### config.mk
export PLATFORM = sky130hd
export DESIGN_NAME = nw_vc_output_port
export DESIGN_NICKNAME = d
export VERILOG_FILES = /design/src/rtl/nw_vc_output_port_pkg.sv /design/src/rtl/nw_vc_output_port_credit_state.sv /design/src/rtl/nw_vc_output_port.sv
export SDC_FILE = /design/constraint.sdc
export NUM_CORES = 1
export LEC_CHECK = 0
export ABC_AREA = 1
export BUFFER_PORTS_ARGS = -buffer_cell sky130_fd_sc_hd__buf_4
export CORE_ASPECT_RATIO = 0.9
export CORE_MARGIN = 4
export CORE_UTILIZATION = 55
export DETAILED_ROUTE_END_ITERATION = 7
export GPL_TIMING_DRIVEN = 0
export PLACE_DENSITY = 0.78
export SYNTH_ARGS = -nofsm -noshare
export SYNTH_HDL_FRONTEND = slang
export SYNTH_SLANG_ARGS = --single-unit
### constraint.sdc
create_clock -name clk -period 3 [get_ports clk]
set_input_delay 0.45 -clock clk [delete_from_list [all_inputs] [get_ports clk]]
set_output_delay 0.45 -clock clk [all_outputs]
set_load 0.03 [all_outputs]
### src/rtl/nw_vc_output_port_pkg.sv
// Shared types for the VC link: flit layout, VC index, per-VC state encoding and clogb2.
package nw_vc_output_port_pkg;

  localparam int N_VC     = 4;
  localparam int BUF_SIZE = 3;
  localparam int OPORT_W  = 2;
  localparam int DATA_W   = 16;

  // Ceiling log2, never narrower than one bit so single-entry fields stay legal.
  function automatic int clogb2(input int value);
    int result;
    result = 0;
    for (int v = value - 1; v > 0; v = v >> 1) begin
      result++;
    end
    return (result < 1) ? 1 : result;
  endfunction

  typedef logic [clogb2(N_VC)-1:0] vc_index_t;

  typedef struct packed {
    logic               valid;
    logic               tail;
    logic [OPORT_W-1:0] output_port;
  } control_flit_t;

  typedef struct packed {
    control_flit_t      control;
    logic [DATA_W-1:0]  data;
  } flit_t;

  typedef enum logic [1:0] {
    VC_IDLE     = 2'd0,
    VC_ACTIVE   = 2'd1,
    VC_DRAINING = 2'd2
  } vc_state_e;

endpackage

### src/rtl/nw_vc_output_port_credit_state.sv
// One downstream VC as seen from the transmitter: credit counter plus IDLE/ACTIVE/DRAINING tracking.
module nw_vc_credit_state
  import nw_vc_output_port_pkg::*;
#(
  parameter int buf_size = BUF_SIZE
) (
  input  logic clk,
  input  logic rst,
  input  logic alloc,
  input  logic push,
  input  logic push_tail,
  input  logic credit,
  output logic accept,
  output logic avail,
  output logic free,
  output logic err
);

  localparam int CW = clogb2(buf_size + 1);
  localparam logic [CW-1:0] FULL = CW'(buf_size);

  logic [CW-1:0] count_q, count_d;
  vc_state_e     state_q, state_d;

  always_comb begin
    accept  = push && (state_q == VC_ACTIVE) && (count_q != '0);
    count_d = count_q;
    state_d = state_q;
    err     = push && !accept;

    // A push and a credit together cancel, so only the lone credit can overflow.
    if (accept && !credit) begin
      count_d = count_q - CW'(1);
    end else if (credit && !accept) begin
      if (count_q == FULL) begin
        err = 1'b1;
      end else begin
        count_d = count_q + CW'(1);
      end
    end

    case (state_q)
      VC_IDLE: begin
        if (alloc) state_d = VC_ACTIVE;
      end
      VC_ACTIVE: begin
        if (alloc) err = 1'b1;
        if (accept && push_tail) state_d = (count_d == FULL) ? VC_IDLE : VC_DRAINING;
      end
      VC_DRAINING: begin
        if (alloc) err = 1'b1;
        if (count_d == FULL) state_d = VC_IDLE;
      end
      default: state_d = VC_IDLE;
    endcase
  end

  always_ff @(posedge clk or posedge rst) begin
    if (rst) begin
      count_q <= FULL;
      state_q <= VC_IDLE;
    end else begin
      count_q <= count_d;
      state_q <= state_d;
    end
  end

  assign avail = (count_q != '0);
  assign free  = (state_q == VC_IDLE);

endmodule

### src/rtl/nw_vc_output_port.sv
// Transmit end of a VC link: routes push/credit/alloc to per-VC trackers and registers the outgoing flit.
module nw_vc_output_port
  import nw_vc_output_port_pkg::*;
#(
  parameter int n        = N_VC,
  parameter int buf_size = BUF_SIZE
) (
  input  logic                  clk,
  input  logic                  rst,
  input  logic                  push,
  input  logic [clogb2(n)-1:0]  vc_id,
  input  flit_t                 flit_in,
  input  logic [n-1:0]          vc_alloc,
  input  logic                  credit_in,
  input  logic [clogb2(n)-1:0]  credit_vc,
  output flit_t                 flit_out,
  output logic [clogb2(n)-1:0]  vc_id_out,
  output logic [n-1:0]          credit_avail,
  output logic [n-1:0]          vc_free,
  output logic                  err
);

  localparam int VW = clogb2(n);

  logic [n-1:0] accept_vec;
  logic [n-1:0] vc_err;
  logic         multi_alloc;

  // A grant with several bits set is rejected outright rather than partially applied.
  assign multi_alloc = !$onehot0(vc_alloc);

  for (genvar gi = 0; gi < n; gi++) begin : g_vc
    nw_vc_credit_state #(
      .buf_size (buf_size)
    ) u_state (
      .clk       (clk),
      .rst       (rst),
      .alloc     (vc_alloc[gi] && !multi_alloc),
      .push      (push && (vc_id == VW'(gi))),
      .push_tail (flit_in.control.tail),
      .credit    (credit_in && (credit_vc == VW'(gi))),
      .accept    (accept_vec[gi]),
      .avail     (credit_avail[gi]),
      .free      (vc_free[gi]),
      .err       (vc_err[gi])
    );
  end

  flit_t          flit_out_q, flit_out_d;
  logic [VW-1:0]  vc_id_out_q, vc_id_out_d;
  logic           err_q, err_d;

  always_comb begin
    flit_out_d                     = flit_out_q;
    vc_id_out_d                    = vc_id_out_q;
    flit_out_d.control.valid       = 1'b0;
    flit_out_d.control.output_port = '0;
    if (|accept_vec) begin
      flit_out_d               = flit_in;
      flit_out_d.control.valid = 1'b1;
      vc_id_out_d              = vc_id;
    end
    err_d = err_q || multi_alloc || (|vc_err);
  end

  always_ff @(posedge clk or posedge rst) begin
    if (rst) begin
      flit_out_q              <= '0;
      flit_out_q.control.tail <= 1'b1;
      vc_id_out_q             <= '0;
      err_q                   <= 1'b0;
    end else begin
      flit_out_q  <= flit_out_d;
      vc_id_out_q <= vc_id_out_d;
      err_q       <= err_d;
    end
  end

  assign flit_out  = flit_out_q;
  assign vc_id_out = vc_id_out_q;
  assign err       = err_q;

endmodule

# After elaboration in Yosys (flattened, before gate mapping)
# Index checks and enable logic that the tools add are counted.
# word_totals
reg_bits,39
out_inout_bits,31
# op_classes
n_addsub,11
magnitude_cmp,1
eq_ne,34
muxes,53
reduce_logical,67
# ops
op,n
$mux W2,28
$logic_and A1 B1 Y1,36
$eq A2 B2 Y1 const B,16
$pmux W2 S3,4
$mux W1,20
$mux W20,1
$ne A2 B1 Y1 const B,8
$eq A2 B1 Y1 const B,6
$logic_not A2 Y1,6
$reduce_and A3 Y1,4
$logic_not A1 Y1,9
$add A2 B1 Y2 const B,4
$ne A2 B2 Y1 const B,4
$reduce_bool A2 Y1,4
$reduce_or A2 Y1,4
$reduce_or A4 Y1,2
$sub A2 B1 Y2 const B,4
$add A1 B1 Y2,2
$add A2 B2 Y3,1
$le A3 B1 Y1 const B,1
$logic_or A1 B1 Y1,2

# Depth between registers and ports, before layout
# Gate-level depths: netlist (run 1).
# depth
ltp_word,13
depth_mapped,16

# By module
# A second synthesis (run 1) with hierarchy kept.
# hier_totals
cells_unflattened,335
hier_area_um2,2592.5
# modules_own_cells
module,n_inst,cells_per_inst,area_each_um2,seq_area_each_um2
nw_vc_credit_state,4,52,387.9,102.6
nw_vc_output_port,1,127,1041.0,576.8

# Worst setup path after synthesis (run 1)
# Ideal clock, no wire load.
# synth_path
path_kind,input-to-reg
from,in vc_alloc[0]
to,reg g_vc[2].u_state.state_q[1]
arrival_time_ns,2.322
required_ns,2.883
path_slack_ns,0.561
stages,16
n_path_buf,0
path_cell_list,inv_1 -> fa_1 -> inv_1 -> ha_1 -> inv_1 -> ha_1 -> inv_1 -> nand2_1 -> o21ai_1 -> nand2_1 -> nand2_1 -> nand2_1 -> inv_1 -> nand2_2 -> nand2_1 -> nand2_1
# synth_via
elab_chain_cells,6
# synth_rtl
element,line,text
start: declaration,nw_vc_output_port.sv:13,"input logic [n-1:0] vc_alloc,"
$add A1 B1 Y2 (not written as such),nw_vc_output_port.sv:30,assign multi_alloc = !$onehot0(vc_alloc);
$add A2 B2 Y3 (not written as such),nw_vc_output_port.sv:30,
$le A3 B1 Y1 (not written as such),nw_vc_output_port.sv:30,
$logic_and A1 B1 Y1,nw_vc_output_port.sv:38,".alloc (vc_alloc[gi] && !multi_alloc),"
$ne A2 B1 Y1 (no line),--,
$reduce_and A3 Y1 (no line),--,
end signal: assignment,nw_vc_output_port_credit_state.sv:64,state_q <= state_d;
end: declaration,nw_vc_output_port_credit_state.sv:23,"vc_state_e state_q, state_d;"
# Every way passes these cells.
# A chain may end at the register's enable or synchronous reset.

# Worst setup path after layout (run 1)
# layout_path
from,in vc_alloc[0]
to,reg g_vc[2].u_state.state_q[0]
# Same word-level chain as after synthesis.

==> metrics.yaml, run 1 <==
routing:
  wl_per_cell_um: 11.60
  drc: 0
  ant_nets: 0
  via_count: 2271
  firstDrtPassIters: 4
  vias_per_cell: 4.751
  drt_iter0_markers: 83
  wl_um: 5544
placement:
  place_area_um2: 3198
  finalWeightedCongestion: 0.8322
  io_buffers: 61
  dp_hpwl_um: 4392
critical_path:
  cpMostUsedCell: "nand2_1"
  r2r_end: "g_vc[0].u_state.state_q[0]$_DFFE_PP0P_"
  required_ns: 3.18
  worstPathMaxFanout: 8
  reg2reg_slack_ns: 0.99
  slowest_stage: "fa_1"
  crit_chain: "buf_4, inv_1, fa_1, inv_1, ha_1, inv_1, ha_1, inv_1, nand2_1, o21ai_1, nand2_1, nand2_1, nand2_1, inv_1, nand2_2, nand2_1, nand2_1"
  worstSetupPathType: "in2reg"
  path_buf_inv: 6
  reg2regPathDepth: 12
  reg2reg_from: "g_vc[0].u_state.count_q[0]$_DFF_PP1_"
  max_stage_delay_ns: 0.54
  startpoint_type: "primary input"
  worstPathArrival_ns: 2.72
  critical_path.top_delay_family: "adder cells"
  end_kind: "flop"
floorplan:
  die_w_um: 81.34
  ioPinCount: 63
  dieHeight_um: 74.01
  rows: 23
  coreArea_um2: 4576
  dieArea_um2: 6020
  initial_utilization_pct: 58.19
sta:
  worst_pin_slew_ns: 0.8178
  fmax_ghz: 0.3935
  setup_viol: 0
  drv_slew: 0
  period_share_pct: 84.70
  period_minus_slack_ns: 2.541
  fin_worst_skew_ns: 0.007838
  grt_setup_unrepaired: "no"
  relSlewSlack_pct: 45.40
  tns_ns: 0
  hold_violations: 0
cells_and_area:
  diodes: 0
  area_growth_pct: 25.09
  postLayoutCellArea_um2: 3331
  final_common_cell: "nand2_1"
  n_fill_cell: 365
  multiInputGateArea_um2: 1361
  drive_gt1_share_pct: 29.33
  fin_util_pct: 72.79
  nets: 478
  layout_common_cells: "nand2_1 (116), buf_4 (70), inv_1 (56)"
  seqCellArea_um2: 987.2
cts:
  cts_hold_buffers: 0
  h-tree-depth: 2
  cts_resized: 0
  clk_path_buf_depth: 2
  numCtsBuffers: 5
  cts_root_buffer: "clkbuf_8"
  cts_tree: "yes"
  worstSkewPairLatency_ns: 0.29
  cts_num_sinks: 39
  clkTransAtPathRegs_ns: 0.07
  post_cts_buffers: 0
synth:
  yosysSeqAreaShare_pct: 37.08
  ys_seq_elements: 39
  synthCells: 347
  ys_warn_count: 0
  netlist-cell-type-count: 26
  synth.avg_cell_area_um2: 7.673
  synth_nets: 410
  netlist_area_um2: 2663
grt:
  grt_use_total_pct: 19.73
  grt_max_degree: 40
  grt_overflow_total: 0
  antenna_found_initial: 0
  first_global_vias: 2185
  grt_pass1_wl_um: 9190
flow_run:
  cap_violations: 0
power_and_ir_drop:
  ir_drop_mv: 0.5779
  powerDensity_nw_per_um2: 976.8
  p_leak_uw: 0.001910
min_path:
  hp-class: "in2async"
run_status:
  status: "finished clean"
==> kinds of logic after synthesis <==
logic type / synth area share (%)
flip-flops: 37.08
AND/OR/NAND/NOR: 34.02
adder cells (fa/ha/maj): 14.85
buffers and inverters: 11.80
AO/OA/AOI/OAI: 2.255
==> state kept, by name, indices dropped and copies added, names as in the netlist <==
signal,flops
flit_out,20
g_vc.u_state.count_q,8
g_vc.u_state.state_q,8
vc_id_out,2
err,1
==> Yosys cell counts <==
cell type | instances | area share, %
ha_1 | 30 | 14
inv_4 | 1 | 0.24
nor2_1 | 12 | 1.7
buf_4 | 9 | 2.5
inv_2 | 1 | 0.14
nand3_2 | 5 | 1.9
nand2_2 | 11 | 2.6
a21oi_1 | 1 | 0.19
o2111a_1 | 1 | 0.42
nand3_1 | 28 | 5.3
dfrtp_1 | 30 | 28
nor2_4 | 1 | 0.42
nor3_1 | 2 | 0.38
dfstp_2 | 9 | 8.9
inv_1 | 57 | 8.0
nand2_1 | 116 | 16
or2_0 | 1 | 0.24
nor2_2 | 11 | 2.6
o21ai_0 | 5 | 0.94
o21ai_1 | 2 | 0.38
buf_6 | 2 | 0.85
nand4_1 | 8 | 1.9
o21ai_2 | 1 | 0.33
fa_1 | 1 | 0.75
nand2_4 | 1 | 0.42
and2_4 | 1 | 0.33
==> layer usage <==
layer | track usage (%) | vias up | routed length, um
li1 | - | 1192 | -
met1 | 25.20 | 1038 | 2494
met2 | 32.55 | 34 | 2782
met3 | 4.722 | 7 | 193
met4 | 7.692 | 0 | 73
met5 | 0 | - | 0
==> power by group <==
group | leakage, uW | internal, uW | switching (uW)
sequential | 0.000471 | 797 | 148
combinational | 0.00137 | 683 | 1110
clock | 0.0000654 | 332 | 181
total | 0.00191 | 1810 | 1440
==> worst max path at each step <==
| stage | depth (start not counted) | end | startpoint |
|---|---|---|---|
| 6_report | 17 | g_vc[2].u_state.state_q[0]$_DFFE_PP0P_ | vc_alloc[0] |
| 5_1_grt | 17 | g_vc[0].u_state.state_q[0]$_DFFE_PP0P_ | vc_alloc[0] |
| 4_1_cts | 17 | g_vc[2].u_state.state_q[0]$_DFFE_PP0P_ | vc_alloc[0] |
| 3_5_place_dp | 17 | g_vc[2].u_state.state_q[0]$_DFFE_PP0P_ | vc_alloc[0] |
| 3_3_place_gp | 17 | g_vc[2].u_state.state_q[1]$_DFFE_PP0P_ | vc_alloc[0] |
| 2_1_floorplan | 16 | g_vc[2].u_state.state_q[1]$_DFFE_PP0P_ | vc_alloc[0] |
==> per-stage QoR <==
step	worst slack, ns	cells	total power, uW	hold WS, ns
global placement	0.2234	470	2699	0.4558
global route	0.2542	478	3523	0.3401
detailed placement	0.1547	470	2758	0.4597
finish	0.4589	478	3253	0.3226
CTS	0.4618	478	3290	0.3450
floorplan	0.5612	347	2206	0.4656
==> layout make-up <==
class,count,area share [%]
sequential,39,29.64
buffer,11,2.705
multi-input combinational,238,40.87
inverter,59,6.724
clock inverter,2,1.803
tap,62,2.329
clock buffer,6,2.179
timing repair buffer,61,13.75
Power figures use the tool's default switching activity.
==> run 2: changes to the inputs <==
--- a/config.mk
+++ b/config.mk
@@ -9,10 +9,10 @@
 export BUFFER_PORTS_ARGS = -buffer_cell sky130_fd_sc_hd__buf_4
 export CORE_ASPECT_RATIO = 0.9
 export CORE_MARGIN = 4
-export CORE_UTILIZATION = 55
+export CORE_UTILIZATION = 54
 export DETAILED_ROUTE_END_ITERATION = 7
 export GPL_TIMING_DRIVEN = 0
-export PLACE_DENSITY = 0.78
+export PLACE_DENSITY = 0.77
 export SYNTH_ARGS = -nofsm -noshare
 export SYNTH_HDL_FRONTEND = slang
 export SYNTH_SLANG_ARGS = --single-unit
==> constraint.sdc (replaced) <==
create_clock -name clk -period 2.4 [get_ports clk]
set_input_delay 0.36 -clock clk [delete_from_list [all_inputs] [get_ports clk]]
set_output_delay 0.36 -clock clk [all_outputs]
set_load 0.03 [all_outputs]
==> run 2 against run 1 <==
Clock power is 11% higher. Via count is 0.84% higher. Setup slack worse by 0.28 ns. Sequential power is 25% higher. Hold slack worse by 0.11 ns. Cell count is 0.42% higher. Non-clock buffer count is 2 higher. Clock skew is 0.0014 ns lower. Critical path depth stayed put. Combinational power is 28% higher.
==> metrics.yaml, run 2 (synthesis results as in run 1) <==
sta:
  worst_pin_slew_ns: 0.7950  # -0.02275 ns
  hold_violations: 0  # unchanged
  drv_slew: 0  # unchanged
  period_share_pct: 92.67
  fmax_ghz: 0.4496
  fin_worst_skew_ns: 0.006444  # -0.001394 ns
  relSlewSlack_pct: 46.92  # +1.5 points
  setup_viol: 0  # unchanged
  tns_ns: 0  # unchanged
  period_minus_slack_ns: 2.224
  hold_ws_ns: 0.2172  # -0.1054 ns
routing:
  routed.top_layer: "met4"
  wl_met3_um: 246  # +27%
  wl_met2_um: 2827  # +1.6%
  wl_um: 5731  # +3.4%
  firstDrtPassIters: 6  # +2
  drc: 0  # unchanged
  drt_iter0_markers: 91  # +9.6%
  via_count: 2290  # +0.84%
  m1WireLength_um: 2593  # +4.0%
  vias_per_cell: 4.771  # +0.42%
  wl_per_cell_um: 11.94  # +2.9%
  ant_nets: 0  # unchanged
grt:
  antenna_found_initial: 0  # unchanged
  grt_max_degree: 40  # unchanged
  grt_overflow_total: 0  # unchanged
  grt_pass1_wl_um: 9425  # +2.6%
  grt_use_total_pct: 20.05  # +0.32 points
  first_global_vias: 2175  # -0.46%
cts:
  clk_path_buf_depth: 2  # unchanged
  cts_hold_buffers: 0  # unchanged
  numCtsBuffers: 5  # unchanged
  clkTransAtPathRegs_ns: 0.08  # about the same
  cts_tree: "yes"
  worstSkewPairLatency_ns: 0.29  # about the same
  cts_root_buffer: "clkbuf_8"
  cts_num_sinks: 39  # unchanged
  h-tree-depth: 2  # unchanged
floorplan:
  coreArea_um2: 4604  # +0.63%
  ioPinCount: 63  # unchanged
  dieHeight_um: 74.62  # +0.82%
  rows: 23  # unchanged
  dieArea_um2: 6120  # +1.7%
  initial_utilization_pct: 57.83  # -0.36 points
  die_w_um: 82.02  # +0.83%
placement:
  io_buffers: 61  # unchanged
  finalWeightedCongestion: 0.8275  # -0.56%
  dp_hpwl_um: 4532  # +3.2%
  place_area_um2: 3198  # unchanged
critical_path:
  required_ns: 2.58  # -0.60 ns
  end_kind: "flop"
  startpoint_type: "primary input"
  worstSetupPathType: "in2reg"
  worstPathArrival_ns: 2.41  # -0.31 ns
  worstPathMaxFanout: 7  # -1
  reg2reg_slack_ns: 0.36  # -0.63 ns
cells_and_area:
  layout_common_cells: "nand2_1 (116), buf_4 (72), inv_1 (55)"
  postLayoutCellArea_um2: 3342  # +0.34%
  largest_reg_flops: 20  # unchanged
  drive_gt1_share_pct: 30.38  # +1.1 points
  fin_util_pct: 72.58  # -0.21 points
  diodes: 0  # unchanged
  n_fill_cell: 387  # +6.0%
  area_growth_pct: 25.52
  nets: 480  # +0.42%
  final_common_cell: "nand2_1"
power_and_ir_drop:
  ir_drop_mv: 0.6665  # +15%
  p_leak_uw: 0.001917  # +0.36%
  powerDensity_nw_per_um2: 1209  # +24%
run_status:
  status: "finished clean"
flow_run:
  cap_violations: 0  # unchanged
min_path:
  hp-class: "in2async"
run 2: cell types whose count changed in the layout (fill, tap and decap cells not counted), sizes merged:
cell	previous run	this run
bufinv	2	1
clkinv	0	1
buf	72	74
run 2: layout make-up:
class | count | area, um^2 | share of cell area (%)
multi-input cells | 238 | 1373 | 41.07
flip-flops and latches | 39 | 987.2 | 29.54
repair buffers | 63 | 473.0 | 14.15
inverters | 59 | 224.0 | 6.702
plain buffers | 11 | 90.09 | 2.696
clock buffers | 6 | 82.58 | 2.471
well taps | 62 | 77.57 | 2.321
clock inverters | 2 | 35.03 | 1.048
run 2: through the flow:
| stage | power [uW] | cells | setup slack, ns |
|---|---|---|---|
| 2_1_floorplan | 2757 | 347 | 0.05124 |
| 3_3_place_gp | 3395 | 470 | -0.3146 |
| 3_5_place_dp | 3461 | 470 | -0.3439 |
| 4_1_cts | 4047 | 478 | 0.1129 |
| 5_1_grt | 4367 | 480 | -0.01746 |
| 6_report | 4040 | 480 | 0.1759 |
run 2: final timing paths:
check | from | endpoint | cells past startpoint
setup / recovery | vc_alloc[0] | g_vc[2].u_state.state_q[0]$_DFFE_PP0P_ | 17
hold / removal | rst | flit_out[7]$_DFFE_PP0N_ | 2
setup reg to reg | g_vc[0].u_state.count_q[0]$_DFF_PP1_ | g_vc[0].u_state.state_q[1]$_DFFE_PP0P_ | 12
hold reg to reg | flit_out[3]$_DFFE_PP0N_ | flit_out[3]$_DFFE_PP0N_ | 2
max in group asynchronous | rst | g_vc[0].u_state.state_q[0]$_DFFE_PP0P_ | 2
min in group clk | flit_in[14] | flit_out[14]$_DFFE_PP0N_ | 3
run 2: worst max-delay path: stages:
cell and delay (ns):
buf_4 0.09, inv_1 0.05, fa_1 0.53, inv_1 0.04, ha_1 0.19, inv_1 0.08, ha_1 0.22, inv_1 0.06
nand2_1 0.07, o21ai_4 0.24, nand2_1 0.09, nand2_1 0.07, nand2_1 0.06, inv_2 0.08, nand2_2 0.06, nand2_1 0.07
nand2_1 0.05
run 2: repair_timing:
item,4_1_cts,5_1_grt
pin swaps,0,1
hold endpoints to repair,0,0
setup buffers,0,2
gates resized for setup,1,2
setup endpoints to repair,6,8
run 2: power by group:
part	leakage [uW]	internal, uW	switching (uW)
registers	0.000471	997	187
logic	0.00139	871	1420
clock network	0.0000612	336	234
total	0.00192	2200	1840
run 2: routing by layer:
metal	vias up	global-route usage (%)
met1	1043	25.73
met5	-	0
li1	1191	-
met4	0	4.982
met3	9	5.263
met2	47	33.99
